===== config.mk =====
export PLATFORM = sky130hd
export DESIGN_NAME = cfg_mac_pe
export DESIGN_NICKNAME = d
export VERILOG_FILES = /design/src/rtl/cfg_mac_pe.sv
export SDC_FILE = /design/constraint.sdc
export NUM_CORES = 1
export LEC_CHECK = 0
export ABC_AREA = 1
export BUFFER_PORTS_ARGS = -buffer_cell sky130_fd_sc_hd__buf_4
export CAP_MARGIN = 10
export CORE_MARGIN = 2
export CORE_UTILIZATION = 44
export CTS_BUF_LIST = sky130_fd_sc_hd__clkbuf_2
export DETAILED_ROUTE_END_ITERATION = 7
export SKIP_CTS_REPAIR_TIMING = 1
export SYNTH_ARGS = -nofsm -noshare
export SYNTH_HDL_FRONTEND = slang
export SYNTH_SLANG_ARGS = --single-unit

===== constraint.sdc =====
create_clock -name clk -period 16.9 [get_ports clk]
set_clock_uncertainty 0.05 [all_clocks]
set_input_delay 3.38 -clock clk [delete_from_list [all_inputs] [get_ports clk]]
set_output_delay 3.38 -clock clk [all_outputs]
set_load 0.1 [all_outputs]

===== src/rtl/cfg_mac_pe.sv =====
// Systolic-array processing element: signed MAC with selectable dataflow
// (output-, weight- or input-stationary), configurable multiplier pipeline,
// saturating accumulator, OS drain state machine and stuck-at fault injection.
module cfg_mac_pe #(
  parameter int DATA_W   = 16,
  parameter int ACC_W    = 32,
  parameter int MUL_PIPE = 1,
  parameter int SATURATE = 1,
  parameter int FI_EN    = 1
) (
  input  logic              clk,
  input  logic              rst,
  input  logic [1:0]        mode,
  input  logic              load_stat,
  input  logic              drain,
  input  logic              valid_in,
  input  logic [DATA_W-1:0] left_in,
  input  logic [ACC_W-1:0]  top_in,
  input  logic [1:0]        fi,
  output logic [DATA_W-1:0] right_out,
  output logic              right_valid,
  output logic [ACC_W-1:0]  bottom_out,
  output logic              bottom_valid,
  output logic              sat_flag,
  output logic              busy,
  output logic              err_drop
);

  typedef enum logic [1:0] {IDLE, COMPUTE, FLUSH, DRAIN} state_t;

  state_t              state, state_nx;
  logic [1:0]          mode_r;
  logic                ws_is;
  logic [DATA_W-1:0]   left_r, stat_reg;
  logic [ACC_W-1:0]    top_r;
  logic                vld_r;
  logic [ACC_W-1:0]    acc, ws_out;
  logic                ws_vld;

  logic signed [DATA_W-1:0]   op2;
  logic signed [2*DATA_W-1:0] mul;
  logic signed [ACC_W-1:0]    mul_ext;
  logic [ACC_W-1:0]           prod0;

  // pipe exit view: valid/product/psum leaving the multiplier stages
  logic             x_vld;
  logic [ACC_W-1:0] x_prod, x_psum;
  logic             pend;      // valid beats still upstream of the exit stage
  logic             pipe_any;  // any valid beat anywhere in input stage or pipe

  logic [ACC_W-1:0] add_a, sum_res;
  logic [ACC_W:0]   sum_ext;
  logic             sum_ovf;

  // WS and IS share the datapath; reserved mode 11 behaves as OS
  assign ws_is = (mode_r == 2'b01) || (mode_r == 2'b10);
  assign busy  = (state == FLUSH) || (state == DRAIN);

  // Input stage; beats arriving while busy are dropped and flagged
  always_ff @(posedge clk or posedge rst) begin
    if (rst) begin
      left_r   <= '0;
      top_r    <= '0;
      vld_r    <= 1'b0;
      err_drop <= 1'b0;
    end else begin
      left_r   <= left_in;
      top_r    <= top_in;
      vld_r    <= valid_in & ~busy;
      err_drop <= valid_in & busy;
    end
  end

  assign right_out   = left_r;
  assign right_valid = vld_r;

  // Stationary operand and dataflow mode (mode only follows the port in IDLE)
  always_ff @(posedge clk or posedge rst) begin
    if (rst) begin
      stat_reg <= '0;
      mode_r   <= 2'b00;
    end else begin
      if (load_stat)      stat_reg <= top_in[DATA_W-1:0];
      if (state == IDLE)  mode_r   <= mode;
    end
  end

  assign op2     = ws_is ? $signed(stat_reg) : $signed(top_r[DATA_W-1:0]);
  assign mul     = $signed(left_r) * op2;
  assign mul_ext = ACC_W'(mul);

  // Fault injection overrides the product between multiplier and adder
  always_comb begin
    prod0 = mul_ext;
    if ((FI_EN != 0) && fi[0]) prod0 = fi[1] ? '1 : '0;
  end

  generate
    if (MUL_PIPE == 0) begin : g_comb
      assign x_vld    = vld_r;
      assign x_prod   = prod0;
      assign x_psum   = top_r;
      assign pend     = 1'b0;
      assign pipe_any = vld_r;
    end else begin : g_pipe
      logic [MUL_PIPE:0]              vld_pipe;
      logic [MUL_PIPE-1:0]            vld_q;
      logic [MUL_PIPE-1:0][ACC_W-1:0] prod_q, psum_q;

      assign vld_pipe = {vld_q, vld_r};

      // Multiplier register stages carrying product, valid and psum
      always_ff @(posedge clk or posedge rst) begin
        if (rst) begin
          vld_q  <= '0;
          prod_q <= '0;
          psum_q <= '0;
        end else begin
          vld_q[0]  <= vld_r;
          prod_q[0] <= prod0;
          psum_q[0] <= top_r;
          for (int i = 1; i < MUL_PIPE; i++) begin
            vld_q[i]  <= vld_q[i-1];
            prod_q[i] <= prod_q[i-1];
            psum_q[i] <= psum_q[i-1];
          end
        end
      end

      assign x_vld    = vld_q[MUL_PIPE-1];
      assign x_prod   = prod_q[MUL_PIPE-1];
      assign x_psum   = psum_q[MUL_PIPE-1];
      assign pend     = |vld_pipe[MUL_PIPE-1:0];
      assign pipe_any = |vld_pipe;
    end
  endgenerate

  // One adder serves both the OS accumulator and the WS/IS psum path
  assign add_a   = ws_is ? x_psum : acc;
  assign sum_ext = {add_a[ACC_W-1], add_a} + {x_prod[ACC_W-1], x_prod};

  // Signed overflow detect and clamp
  always_comb begin
    sum_ovf = (SATURATE != 0) && (sum_ext[ACC_W] != sum_ext[ACC_W-1]);
    sum_res = sum_ext[ACC_W-1:0];
    if (sum_ovf) sum_res = sum_ext[ACC_W] ? {1'b1, {(ACC_W-1){1'b0}}}
                                          : {1'b0, {(ACC_W-1){1'b1}}};
  end

  // Accumulator, WS/IS result register and sticky saturation flag
  always_ff @(posedge clk or posedge rst) begin
    if (rst) begin
      acc      <= '0;
      ws_out   <= '0;
      ws_vld   <= 1'b0;
      sat_flag <= 1'b0;
    end else begin
      ws_vld <= x_vld & ws_is;
      if (x_vld && ws_is) ws_out <= sum_res;
      if (state == DRAIN) begin
        acc      <= '0;
        sat_flag <= 1'b0;
      end else begin
        if (x_vld && !ws_is) acc      <= sum_res;
        if (x_vld && sum_ovf) sat_flag <= 1'b1;
      end
    end
  end

  // Bottom port: drained acc wins, else WS/IS result, else OS pass-through
  always_comb begin
    bottom_out   = ACC_W'($signed(top_r[DATA_W-1:0]));
    bottom_valid = vld_r;
    if (state == DRAIN) begin
      bottom_out   = acc;
      bottom_valid = 1'b1;
    end else if (ws_is) begin
      bottom_out   = ws_out;
      bottom_valid = ws_vld;
    end
  end

  // State register
  always_ff @(posedge clk or posedge rst) begin
    if (rst) state <= IDLE;
    else     state <= state_nx;
  end

  // Next state: drain only honoured in OS and when not already busy
  always_comb begin
    state_nx = state;
    case (state)
      IDLE:    if (drain && !ws_is) state_nx = FLUSH;
               else if (vld_r)      state_nx = COMPUTE;
      COMPUTE: if (drain && !ws_is) state_nx = FLUSH;
               else if (!pipe_any)  state_nx = IDLE;
      FLUSH:   if (!pend)           state_nx = DRAIN;
      DRAIN:                        state_nx = IDLE;
      default:                      state_nx = IDLE;
    endcase
  end

endmodule

# Word-level counts from Yosys, hierarchy flattened
# Index checks and enable logic that the tools add are counted.
dict set report word_totals {
  reg_bits 201
  output_inout_bits 53
  elab_cells 61
  memories 0
  latchBits 0
  mem_bits_rw 0
  romBits 0
  in_bits 57
}
dict set report op_classes {
  n_div 0
  n_shift 0
  mul 1
  n_bitwise 4
  n_eq_ne 9
  n_mux 20
  magnitude_cmp 0
  n_addsub 1
  n_reduce_logical 12
}
# cell n
set op_table {}
lappend op_table {{32-bit two-way mux} 9}
lappend op_table {{32-bit by 32-bit adder with 33-bit output} 1}
lappend op_table {{16-bit by 16-bit multiplier with 32-bit output} 1}
lappend op_table {{16-bit two-way mux} 1}
lappend op_table {{2-bit two-way mux} 5}
lappend op_table {{2-bit case mux with 4 select lines} 1}
lappend op_table {{2-bit == test, second input constant} 3}
lappend op_table {{2-bit by 1-bit == test with 1-bit output, second input constant} 2}
lappend op_table {{1-bit logical AND} 4}
lappend op_table {{1-bit two-way mux} 4}
lappend op_table {{2-bit nonzero test} 2}
lappend op_table {{1-bit AND} 3}
lappend op_table {{3-bit by 2-bit != test with 1-bit output, second input constant} 1}
lappend op_table {{3-bit != test, second input constant} 1}
lappend op_table {{3-bit AND reduction} 1}
lappend op_table {{2-bit logical NOT} 1}
lappend op_table {{1-bit logical OR} 2}
lappend op_table {{2-bit != test, second input constant} 1}
lappend op_table {{2-bit OR reduction} 1}
lappend op_table {{1-bit logical NOT} 1}
lappend op_table {{1-bit != test} 1}
lappend op_table {{1-bit NOT} 1}

# Depth between registers and ports, before layout
# Gate-level depths: netlist of the first run.
dict set report depth {
  depth_word 8
  mapped_depth 33
  mapped_depth_nobuf 31
}

# Least setup slack after synthesis of the first run
# OpenSTA, ideal clock, no wires.
dict set report synth_timing {
  path_type {flip-flop to output port}
  from {reg state[1]}
  to {out bottom_out[11]}
  n_path_buf 2
  t_required_ps 13470
  setup_slack_ps 10445
  stages_incl_launch_ff 5
  t_arrival_ps 3025
  path_cell_list {dfrtp_1 > clkbuf_1 > nand2_1 > clkbuf_1 > o21ai_0}
}
dict set report synth_between {
  elab_chain_cells 2
}
# element line_no
set synth_rtl {}
lappend synth_rtl {{from (decl)} 31} ;# state_t state, state_nx;
lappend synth_rtl {{from (signal assigned)} 186} ;# else state <= state_nx;
lappend synth_rtl {{2-bit == test} 174} ;# if (state == DRAIN) begin
lappend synth_rtl {{32-bit two-way mux} 174}
lappend synth_rtl {{to (decl)} 22} ;# output logic [ACC_W-1:0] bottom_out,
# No other way between the ends.

# Final worst setup path of the first run
dict set report layout_timing {
  from {reg mode_r[1]}
  to {reg g_pipe.prod_q[20] in the netlist's numbering}
}
dict set report layout_between {
  elab_chain_cells 5
  elab_cells_between_ends 6
  cone_classes {mul: 1; eq/ne: 2; mux: 2; reduce/logical: 1}
}
# element line_no
set layout_rtl {}
lappend layout_rtl {{from (decl)} 32} ;# logic [1:0] mode_r;
lappend layout_rtl {{from (signal assigned)} 84} ;# if (state == IDLE) mode_r <= mode;
lappend layout_rtl {{2-bit by 1-bit == test with 1-bit output / 2-bit == test (equally long branches)} 56} ;# assign ws_is = (mode_r == 2'b01) || (mode_r == 2'b10);
lappend layout_rtl {{1-bit logical OR *} 56}
lappend layout_rtl {{16-bit two-way mux *} 88} ;# assign op2 = ws_is ? $signed(stat_reg) : $signed(top_r[DATA_W-1:0]);
lappend layout_rtl {{16-bit by 16-bit multiplier with 32-bit output *} 89} ;# assign mul = $signed(left_r) * op2;
lappend layout_rtl {{32-bit two-way mux *} 95} ;# if ((FI_EN != 0) && fi[0]) prod0 = fi[1] ? '1 : '0;
lappend layout_rtl {{net prod0[20]} 43} ;# logic [ACC_W-1:0] prod0;
lappend layout_rtl {{to (signal, indexed assignment)} 124} ;# prod_q[i] <= prod_q[i-1];
lappend layout_rtl {{to (decl)} 108} ;# logic [MUL_PIPE-1:0][ACC_W-1:0] prod_q, psum_q;
# The timed path passes the listed nets; every way through them passes the cells marked *.
# A chain may end at the register's enable or synchronous reset.

==> impl_results.md, run 1 <==
* Outcome: finished clean
* Fraction of layout instances using a drive strength above 1 at 0.109
* EDFF count, synth at 0
* Top library cells by usage in the layout, fill and taps aside: sky130_fd_sc_hd__nand2_1 (654), sky130_fd_sc_hd__inv_1 (444), sky130_fd_sc_hd__fa_1 (263)
* Detail-routed net length per standard cell at between 15 and 20 microns
* Slew at the pin with the worst max-slew slack at 1.06 ns
* Later-pin clock latency in the skew report at 1.02 ns
* Via count of the first global-routing pass at approximately 18000
* DR pass1 iterations at 6
* Placed instance area at ~0.021 sq mm
* Design area at between 0.02 and 0.025 sq mm
* Clock slew at reported path FFs at ~0.12 ns
* Worst setup path class: reg -> reg
* Startpoint class of the critical path: flip-flop
* End point of the most critical hold path: g_pipe.psum_q[29]
* Row count at just under 80
* Most common library cell in the layout ignoring fill and taps: sky130_fd_sc_hd__nand2_1
* Number of vias after detailed routing at between 15000 and 20000
* Total grt overflow at 0
* Layout filler cell count at around 4400
* Final setup violation count at 0
* Cts bufs inserted at 55
* CP peak stage delay at approximately 0.58 ns
* Hold path depth at 0
* Max-slew violation count at 0
* Routability cong. at about 0.96
* Peak fanout along the critical path at 47
* # H-tree levels at 2
* Highest achievable clock rate at approximately 130 MHz
* Endpoint class of the critical path: flip-flop
* Combined buffer and inverter count along the critical path at 7
* Relative area change from synthesis to final layout at 9.67%
* Largest net degree at the start of global routing at 75
* Unrepaired setup endpoints after global routing: no
* Die area at between 0.04 and 0.05 sq mm
* Buffer type at the clock tree root: sky130_fd_sc_hd__clkbuf_2
* Number of antenna violations at the first check in global routing at 1
* Data arrival time of the critical path at ~8.2 ns
* Die Width at about 220 microns
* Ys async rst share at 1.00
* Kind of cell with the highest combined delay on the critical path: adder cells
* Count of distinct cell types in the synthesized netlist at 45
* Syn Area/Cell at 8.08 sq um
* Routed Wire Length at between 50 and 60 mm
* Critical path's slowest cell: sky130_fd_sc_hd__fa_1
* Area inside the core boundary at between 0.04 and 0.05 sq mm
* Remaining number of nets flagged by the antenna check after routing at 0
* Top Ports at 110
* Nets at around 3000
* Cell area after technology mapping at between 0.015 and 0.02 sq mm
* Count of final hold-check violations at 0
* IO buf count at 109
* Clock tree from TritonCTS: built
* Die Y-Extent at between 200 and 250 microns
* Initial core utilization at 0.447
* Number of synthesized register bits at 201
* Post-synth top flop: sky130_fd_sc_hd__dfrtp_1
* Worst min path class: reg -> reg
* Number of vias per cell after detailed routing at roughly 5.2
* Global-route wire length before repair at between 90 and 100 mm
* Final Hold Slack at 0.240 ns
* Synthesized instance count at ~2500
* Final period util at 0.440
* Clock Sinks at between 200 and 250
* Min Clock Period, post-route at approximately 7.4 ns
* Final sum of negative setup slack at 0 ns
* DR DRC count at 0
* Number of nets in the synthesized netlist at 2891
* Fraction of the yosys area taken by sequential cells at 0.253
* Placed wire-length estimate at 47.0 mm
* Worst rel slew slack at 0.293
* Data required time at the worst endpoint at approximately 18 ns
* Capture point of the worst reg-to-reg path: g_pipe.prod_q[20]
* Depth of the worst register-to-register path at 25
* Total of warnings raised by yosys at 0
* Bufs on Longest Clock Path at 3
* Start point of the worst hold path: top_r[29]
* First DRT Iteration DRCs at roughly 1300
* MaxCap Viol Count at 0
* Setup slack on the worst flop-to-flop path at ~9.5 ns
* Launching point of the worst reg2reg path: mode_r[1]
* Total routing usage reported by global routing at 0.263
-- layout make-up --
cell class / count / area [sq um] / share of cell area
Timing Repair Buffer: 128 / 961 / 0.0442
Antenna cell: 1 / 2.50 / 0.000115
Multi-Input combinational cell: 1727 / 12800 / 0.587
Inverter: 456 / 1720 / 0.0790
Clock buffer: 77 / 385 / 0.0177
Sequential cell: 201 / 5030 / 0.231
Clock inverter: 23 / 141 / 0.00650
Tap cell: 592 / 741 / 0.0340
-- cell usage after synthesis, types with 2 or more instances --
cell                       count  area [sq um]
sky130_fd_sc_hd__inv_1       445          1670
sky130_fd_sc_hd__xor2_1       19           166
sky130_fd_sc_hd__buf_2         8          40.0
sky130_fd_sc_hd__o21ai_0     103           515
sky130_fd_sc_hd__clkinv_1      9          33.8
sky130_fd_sc_hd__and3_1        2          12.5
sky130_fd_sc_hd__o21ai_2      15           131
sky130_fd_sc_hd__nor4_1        3          18.8
sky130_fd_sc_hd__fa_1        263          5270
sky130_fd_sc_hd__o21a_1        3          22.5
sky130_fd_sc_hd__or2_2         4          25.0
sky130_fd_sc_hd__nand4_1      14          87.6
sky130_fd_sc_hd__nor2_2        4          25.0
sky130_fd_sc_hd__inv_2         2          7.51
sky130_fd_sc_hd__a21oi_1      97           485
sky130_fd_sc_hd__buf_1         9          33.8
sky130_fd_sc_hd__a31oi_1      16           100
sky130_fd_sc_hd__clkbuf_1     51           191
sky130_fd_sc_hd__and2_1        7          43.8
sky130_fd_sc_hd__nand2_1     654          2450
sky130_fd_sc_hd__nor3_1       12          60.1
sky130_fd_sc_hd__o31ai_1       3          22.5
sky130_fd_sc_hd__o21bai_1     14           105
sky130_fd_sc_hd__xnor2_1      16           140
sky130_fd_sc_hd__a21o_1        9          67.6
sky130_fd_sc_hd__dfrtp_1     201          5030
sky130_fd_sc_hd__o21ai_1      14          70.1
sky130_fd_sc_hd__o211ai_1      2          15.0
sky130_fd_sc_hd__nand2_2      32           200
sky130_fd_sc_hd__nor2_1      244           916
sky130_fd_sc_hd__a21oi_2       3          26.3
sky130_fd_sc_hd__buf_6         4          45.0
sky130_fd_sc_hd__nand3b_1      5          37.5
sky130_fd_sc_hd__nand2_4       3          33.8
sky130_fd_sc_hd__nand3_1      43           215
sky130_fd_sc_hd__ha_1        114          1430
sky130_fd_sc_hd__nand3_2       2          20.0
-- logic make-up after synthesis --
family,share of synthesized area
AND/OR/NAND/NOR,0.210
buffers and inverters,0.103
adder cells (fa/ha/maj),0.337
AO/OA/AOI/OAI,0.0808
flip-flops,0.253
XOR/XNOR,0.0154
-- routing by layer --
metal	global-route usage	vias to the layer above	routed length [microns]
met3	0.0465	111	3950
met2	0.442	538	27800
met1	0.341	8161	24500
met4	0.0989	0	2100
li1	-	7711	-
met5	0	-	0
-- worst max path at each step --
stage,start,cells after the start,slack [ns],end
6_report,mode_r[1],25,9.47,g_pipe.prod_q[20]
5_1_grt,mode_r[1],28,8.79,g_pipe.prod_q[27]
4_1_cts,mode_r[1],26,9.48,g_pipe.prod_q[27]
3_5_place_dp,mode_r[1],26,9.70,g_pipe.prod_q[27]
3_3_place_gp,mode_r[1],25,9.69,g_pipe.prod_q[20]
2_1_floorplan,rst,1,7.99,acc[0]
-- stage by stage --
step | cells | setup WS [ns] | utilization
after floorplan | 2457 | 7.99 | -
after global placement | 3104 | 9.69 | 0.478
after detailed placement | 3104 | 9.70 | 0.478
after CTS | 3204 | 9.48 | 0.490
after global routing | 3205 | 8.79 | 0.490
final | 3205 | 9.47 | 0.490
Power of run 1 is left out: the tool's default activity adds up to more than one toggle a clock period on the data nets, which glitch-free logic cannot reach.
==> inputs of run 2 (changes only) <==
==> constraint.sdc (replaced) <==
create_clock -name clk -period 6.5 [get_ports clk]
set_clock_uncertainty 0.05 [all_clocks]
set_input_delay 1.3 -clock clk [delete_from_list [all_inputs] [get_ports clk]]
set_output_delay 1.3 -clock clk [all_outputs]
set_load 0.1 [all_outputs]
==> impl_results.md, run 2 (synthesized netlist as in run 1, its figures left out) <==
* Outcome: finished clean
* Top Ports at 110
* Critical path's slowest cell: sky130_fd_sc_hd__fa_2
* Number of vias per cell after detailed routing at approximately 5
* Routed met2 length at about 30 mm
* Final sum of negative setup slack at 0 ns
* Buffer type at the clock tree root: sky130_fd_sc_hd__clkbuf_2
* Instance count on the critical path at 30
* Clock Sinks at between 200 and 250
* Peak fanout along the critical path at 6
* Clock tree from TritonCTS: built
* Top sig layer: met5
* Routed metal-1 wire length at between 20 and 30 mm
* CP peak stage delay at ~0.57 ns
* Top library cells by usage in the layout, fill and taps aside: sky130_fd_sc_hd__nand2_1 (634), sky130_fd_sc_hd__inv_1 (429), sky130_fd_sc_hd__fa_1 (253)
* Count of final hold-check violations at 0
* Most common library cell in the layout ignoring fill and taps: sky130_fd_sc_hd__nand2_1
* Remaining number of nets flagged by the antenna check after routing at 0
* Initial core utilization at 0.447
* Via count of the first global-routing pass at 18029
* Met3 wirelength from detailed routing at about 4.0 mm
* Most prevalent standard cell on the critical path: sky130_fd_sc_hd__inv_1
* Data required time at the worst endpoint at around 7.2 ns
* Largest net degree at the start of global routing at roughly 110
* Endpoint class of the critical path: flip-flop
* DR DRC count at 0
* Nets at 3113
* Max-slew violation count at 0
* Clock slew at reported path FFs at approximately 0.09 ns
* Routability cong. at 0.959
* Worst rel slew slack at 0.183
* Data arrival time of the critical path at about 7 ns
* Unrepaired setup endpoints after global routing: yes
* Global-route wire length before repair at a little under 100 mm
* MaxCap Viol Count at 0
* Hold path depth at 0
* Row count at 77
* Area inside the core boundary at about 0.044 sq mm
* First DRT Iteration DRCs at 1271
* Fraction of layout instances using a drive strength above 1 at 0.195
* Routed Wire Length at between 60 and 70 mm
* # H-tree levels at 2
* Worst setup path class: reg -> reg
* Final period util at 0.975
* Die Width at about 220 microns
* Setup slack on the worst flop-to-flop path at 0.16 ns
* Highest achievable clock rate at about 160 MHz
* Worst min path class: reg -> reg
* Slew at the pin with the worst max-slew slack at roughly 1.2 ns
* Cts bufs inserted at 55
* Number of vias after detailed routing at between 15000 and 20000
* Die Y-Extent at around 220 microns
* Relative area change from synthesis to final layout at 17.6%
* Combined buffer and inverter count along the critical path at 12
* Total grt overflow at 0
* IO buf count at ~110
* Detail-routed net length per standard cell at between 15 and 20 microns
* Final setup violation count at 0
* Min Clock Period, post-route at roughly 6.3 ns
* Depth of the worst register-to-register path at 30
* Number of antenna violations at the first check in global routing at 2
* Startpoint class of the critical path: flip-flop
* Later-pin clock latency in the skew report at 1.04 ns
* Launching point of the worst reg2reg path: mode_r[1]
* DR pass1 iterations at 5
* Total routing usage reported by global routing at 0.267
* Bufs on Longest Clock Path at 3
* Crit path from: mode_r[1]
* Start point of the worst hold path: top_r[26]
* Die area at roughly 0.047 sq mm
* Placed wire-length estimate at between 40 and 50 mm
* Kind of cell with the highest combined delay on the critical path: adder cells
-- run 2: worst paths after layout --
kind                                endpoint
min reg2reg                g_pipe.psum_q[26]
max in group asynchronous          top_r[22]
min                        g_pipe.psum_q[26]
min in group asynchronous          top_r[14]
max reg2reg                g_pipe.prod_q[30]
max                        g_pipe.prod_q[30]
-- run 2: worst reg2reg max path, delay by kind of cell, from the launching register on --
kind	cells	cell delay (ns)
AOI/OAI and AO/OA	4	0.49
adders and majority gates	7	3.30
buffers and inverters	12	1.16
DFF	1	0.39
and+or+nand+nor	7	0.65
-- run 2: cell type report --
type | count | area (sq um)
clock inverters | 10 | 63.8
diodes | 1 | 2.50
clock buffers | 87 | 435
well taps | 592 | 741
inverters | 456 | 1720
fillers | 4300 | 21100
repair buffers | 238 | 1950
flip-flops and latches | 201 | 5030
multi-input cells | 1727 | 13400
-- run 2: metal layers --
layer,vias to the layer above,global-route usage
met5,-,0
met3,147,0.0493
met1,8427,0.338
met4,2,0.116
li1,7901,-
met2,565,0.449
-- run 2: metrics by stage --
stage | cells | instance area [sq um] | hold WS (ns) | worst slack [ns] | utilization
2_1_floorplan | 2457 | 19800 | 0.281 | 0.145 | -
3_3_place_gp | 3192 | 22000 | 0.283 | -0.00379 | 0.494
3_5_place_dp | 3192 | 22000 | 0.286 | -0.0843 | 0.494
4_1_cts | 3289 | 22500 | 0.186 | -0.214 | 0.506
5_1_grt | 3312 | 23300 | 0.235 | -0.103 | 0.526
6_report | 3312 | 23300 | 0.184 | 0.160 | 0.526
Power of run 2 is left out for the same reason.
==> inputs of run 3 (changes only) <==
--- a/config.mk
+++ b/config.mk
@@ -5,7 +5,6 @@
 export SDC_FILE = /design/constraint.sdc
 export NUM_CORES = 1
 export LEC_CHECK = 0
-export ABC_AREA = 1
 export BUFFER_PORTS_ARGS = -buffer_cell sky130_fd_sc_hd__buf_4
 export CAP_MARGIN = 10
 export CORE_MARGIN = 2
==> impl_results.md, run 3 <==
* Outcome: complete, but fails checks
* Failing checks: setup timing
* Critical path's slowest cell: sky130_fd_sc_hd__fa_2
* Highest achievable clock rate at between 100 and 150 MHz
* Initial core utilization at 0.446
* Row count at 76
* # H-tree levels at 2
* Global-route wire length before repair at around 81 mm
* Remaining number of nets flagged by the antenna check after routing at 0
* Capture point of the worst reg-to-reg path: g_pipe.prod_q[29]
* Fraction of layout instances using a drive strength above 1 at 0.244
* Die area at about 0.045 sq mm
* Fraction of the core area covered by cells at the end of the flow at 0.549
* Relative area change from synthesis to final layout at 23.2%
* First DRT Iteration DRCs at slightly below 1000
* Top cells by area, synth: sky130_fd_sc_hd__fa_1 (27%), sky130_fd_sc_hd__dfrtp_1 (26%), sky130_fd_sc_hd__ha_1 (7.4%)
* Endpoint class of the critical path: flip-flop
* Hold path depth at 0
* Total grt overflow at 0
* Total of warnings raised by yosys at 0
* Start point of the worst hold path: top_r[31]
* Area inside the core boundary at about 0.043 sq mm
* EDFF count, synth at 0
* Launching point of the worst reg2reg path: mode_r[1]
* Library cell with the highest instance count after synthesis: sky130_fd_sc_hd__nand2_1
* DR DRC count at 0
* Top library cells by usage in the layout, fill and taps aside: sky130_fd_sc_hd__nand2_1 (321), sky130_fd_sc_hd__inv_1 (285), sky130_fd_sc_hd__buf_4 (277)
* Startpoint class of the critical path: flip-flop
* Number of vias after detailed routing at 15074
* Most common library cell in the layout ignoring fill and taps: sky130_fd_sc_hd__nand2_1
* Worst rel slew slack at 0.327
* Synthesized instance count at slightly above 2000
* Top cell type's share of synthesized area at 0.274
* Routed Wire Length at 51.4 mm
* Detail-routed net length per standard cell at about 17 microns
* Setup slack on the worst flop-to-flop path at -0.30 ns
* DR pass1 iterations at 7
* Synthesized-area fraction occupied by adder cells at 0.349
* MaxCap Viol Count at 0
* Routability cong. at ~0.9
* Data required time at the worst endpoint at 7.21 ns
* Buffer type at the clock tree root: sky130_fd_sc_hd__clkbuf_2
* Xor/xnor share of the synthesized area at 0.0264
* Count of distinct cell types in the synthesized netlist at slightly above 70
* Slew at the pin with the worst max-slew slack at between 1 and 1.5 ns
* CP peak stage delay at ~0.62 ns
* Leading post-synthesis cells by instance count: sky130_fd_sc_hd__nand2_1 (339), sky130_fd_sc_hd__inv_1 (297), sky130_fd_sc_hd__fa_1 (263), sky130_fd_sc_hd__dfrtp_1 (201), sky130_fd_sc_hd__o21ai_0 (122)
* Ys async rst share at 1.00
* Design area at ~0.024 sq mm
* Combined area of the multi-input logic cells at between 0.01 and 0.015 sq mm
* Peak fanout along the critical path at 7
* Final sum of negative setup slack at -2.37 ns
* Placed wire-length estimate at approximately 40 mm
* Number of nets in the synthesized netlist at between 2000 and 2500
* Die Y-Extent at ~210 microns
* Max-slew violation count at 0
* Post-synthesis share of cell area spent on and, or, nand and nor gates at 0.152
* Final setup violation count at 12
* Via count of the first global-routing pass at 15703
* Post-synth top flop: sky130_fd_sc_hd__dfrtp_1
* Final period util at 1.05
* IO buf count at 109
* Count of final hold-check violations at 0
* Layout filler cell count at 3935
* Post-synthesis compound-gate area fraction at 0.118
* Later-pin clock latency in the skew report at ~0.99 ns
* Data arrival time of the critical path at about 7.5 ns
* Clock slew at reported path FFs at about 0.12 ns
* Cell area after technology mapping at roughly 0.019 sq mm
* Setup ws final at -0.303 ns
* Top Ports at 110
* Largest area contributor in the netlist: sky130_fd_sc_hd__fa_1
* Cts bufs inserted at between 50 and 60
* Depth of the worst register-to-register path at 25
* Sequential cell area at 0.00503 sq mm
* End point of the most critical hold path: g_pipe.psum_q[31]
* Unrepaired setup endpoints after global routing: yes
* Fraction of the yosys area taken by sequential cells at 0.262
* Total routing usage reported by global routing at 0.228
* Number of antenna violations at the first check in global routing at 2
* Number of synthesized register bits at between 200 and 250
* Combinational family with the most area after synthesis: adder cells
* Worst setup path class: reg -> reg
* Nets at 2752
* Clock tree from TritonCTS: built
* Min Clock Period, post-route at between 6 and 7 ns
* Syn Area/Cell at between 9 and 10 sq um
* Placed instance area at between 0.02 and 0.025 sq mm
* Number of vias per cell after detailed routing at between 5 and 6
* Die Width at 213 microns
* Bufs on Longest Clock Path at 3
* Worst min path class: reg -> reg
* Proportion of synthesized area in mux cells at 0.0155
* Largest net degree at the start of global routing at between 60 and 70
* Clock Sinks at between 200 and 250
## run 3: stage by stage
| step | setup WS, ns | hold slack, ns | cells |
|---|---|---|---|
| 3_5_place_dp | -0.548 | 0.287 | 2803 |
| 2_1_floorplan | -0.246 | 0.281 | 2029 |
| 6_report | -0.303 | 0.305 | 2946 |
| 3_3_place_gp | -0.515 | 0.284 | 2803 |
| 5_1_grt | -0.570 | 0.248 | 2946 |
| 4_1_cts | -0.676 | 0.197 | 2898 |
## run 3: critical path, delay by kind of cell (launching register included)
| kind | cells | cell delay, ns |
|---|---|---|
| AOI/OAI and AO/OA | 5 | 0.77 |
| adders and majority gates | 7 | 3.48 |
| and+or+nand+nor | 5 | 0.59 |
| DFF | 1 | 0.51 |
| buffers and inverters | 6 | 0.84 |
| xor gates and xnor gates | 2 | 0.36 |
## run 3: per-layer routing
metal  vias up  global-route usage  part of all wire  routed length, microns
met4         0              0.0653             0.021                    1080
met2       337               0.377              0.48                   24600
met3        74              0.0318             0.043                    2190
li1       7068                   -                 -                       -
met1      7595               0.313              0.46                   23600
met5         -                   0                 0                       0
## run 3: cells by family (layout without fill, tap and decap cells)
logic type | after synthesis | count (layout)
adder cells (fa/ha/maj) | 379 | 379
buffers and inverters | 384 | 713
flip-flops | 201 | 201
multiplexers | 26 | 26
AO/OA/AOI/OAI | 354 | 354
XOR/XNOR | 58 | 58
other | 0 | 3
AND/OR/NAND/NOR | 627 | 627
## run 3: worst max path at each step
stage / end / from / cells after the start
CTS: g_pipe.prod_q[31] / mode_r[1] / 27
detailed placement: g_pipe.prod_q[31] / mode_r[1] / 28
global placement: g_pipe.prod_q[31] / mode_r[1] / 26
global route: g_pipe.prod_q[29] / mode_r[1] / 25
finish: g_pipe.prod_q[29] / mode_r[1] / 25
floorplan: g_pipe.prod_q[31] / mode_r[1] / 25
## run 3: final cells by class
type	count	share of cell area
multi-input combinational	1444	0.566
sequential	201	0.213
timing repair buffer	320	0.122
inverter	298	0.0474
tap	585	0.0309
clock buffer	75	0.0159
clock inverter	20	0.00476
antenna	3	0.000317
Power of run 3 is left out for the same reason.
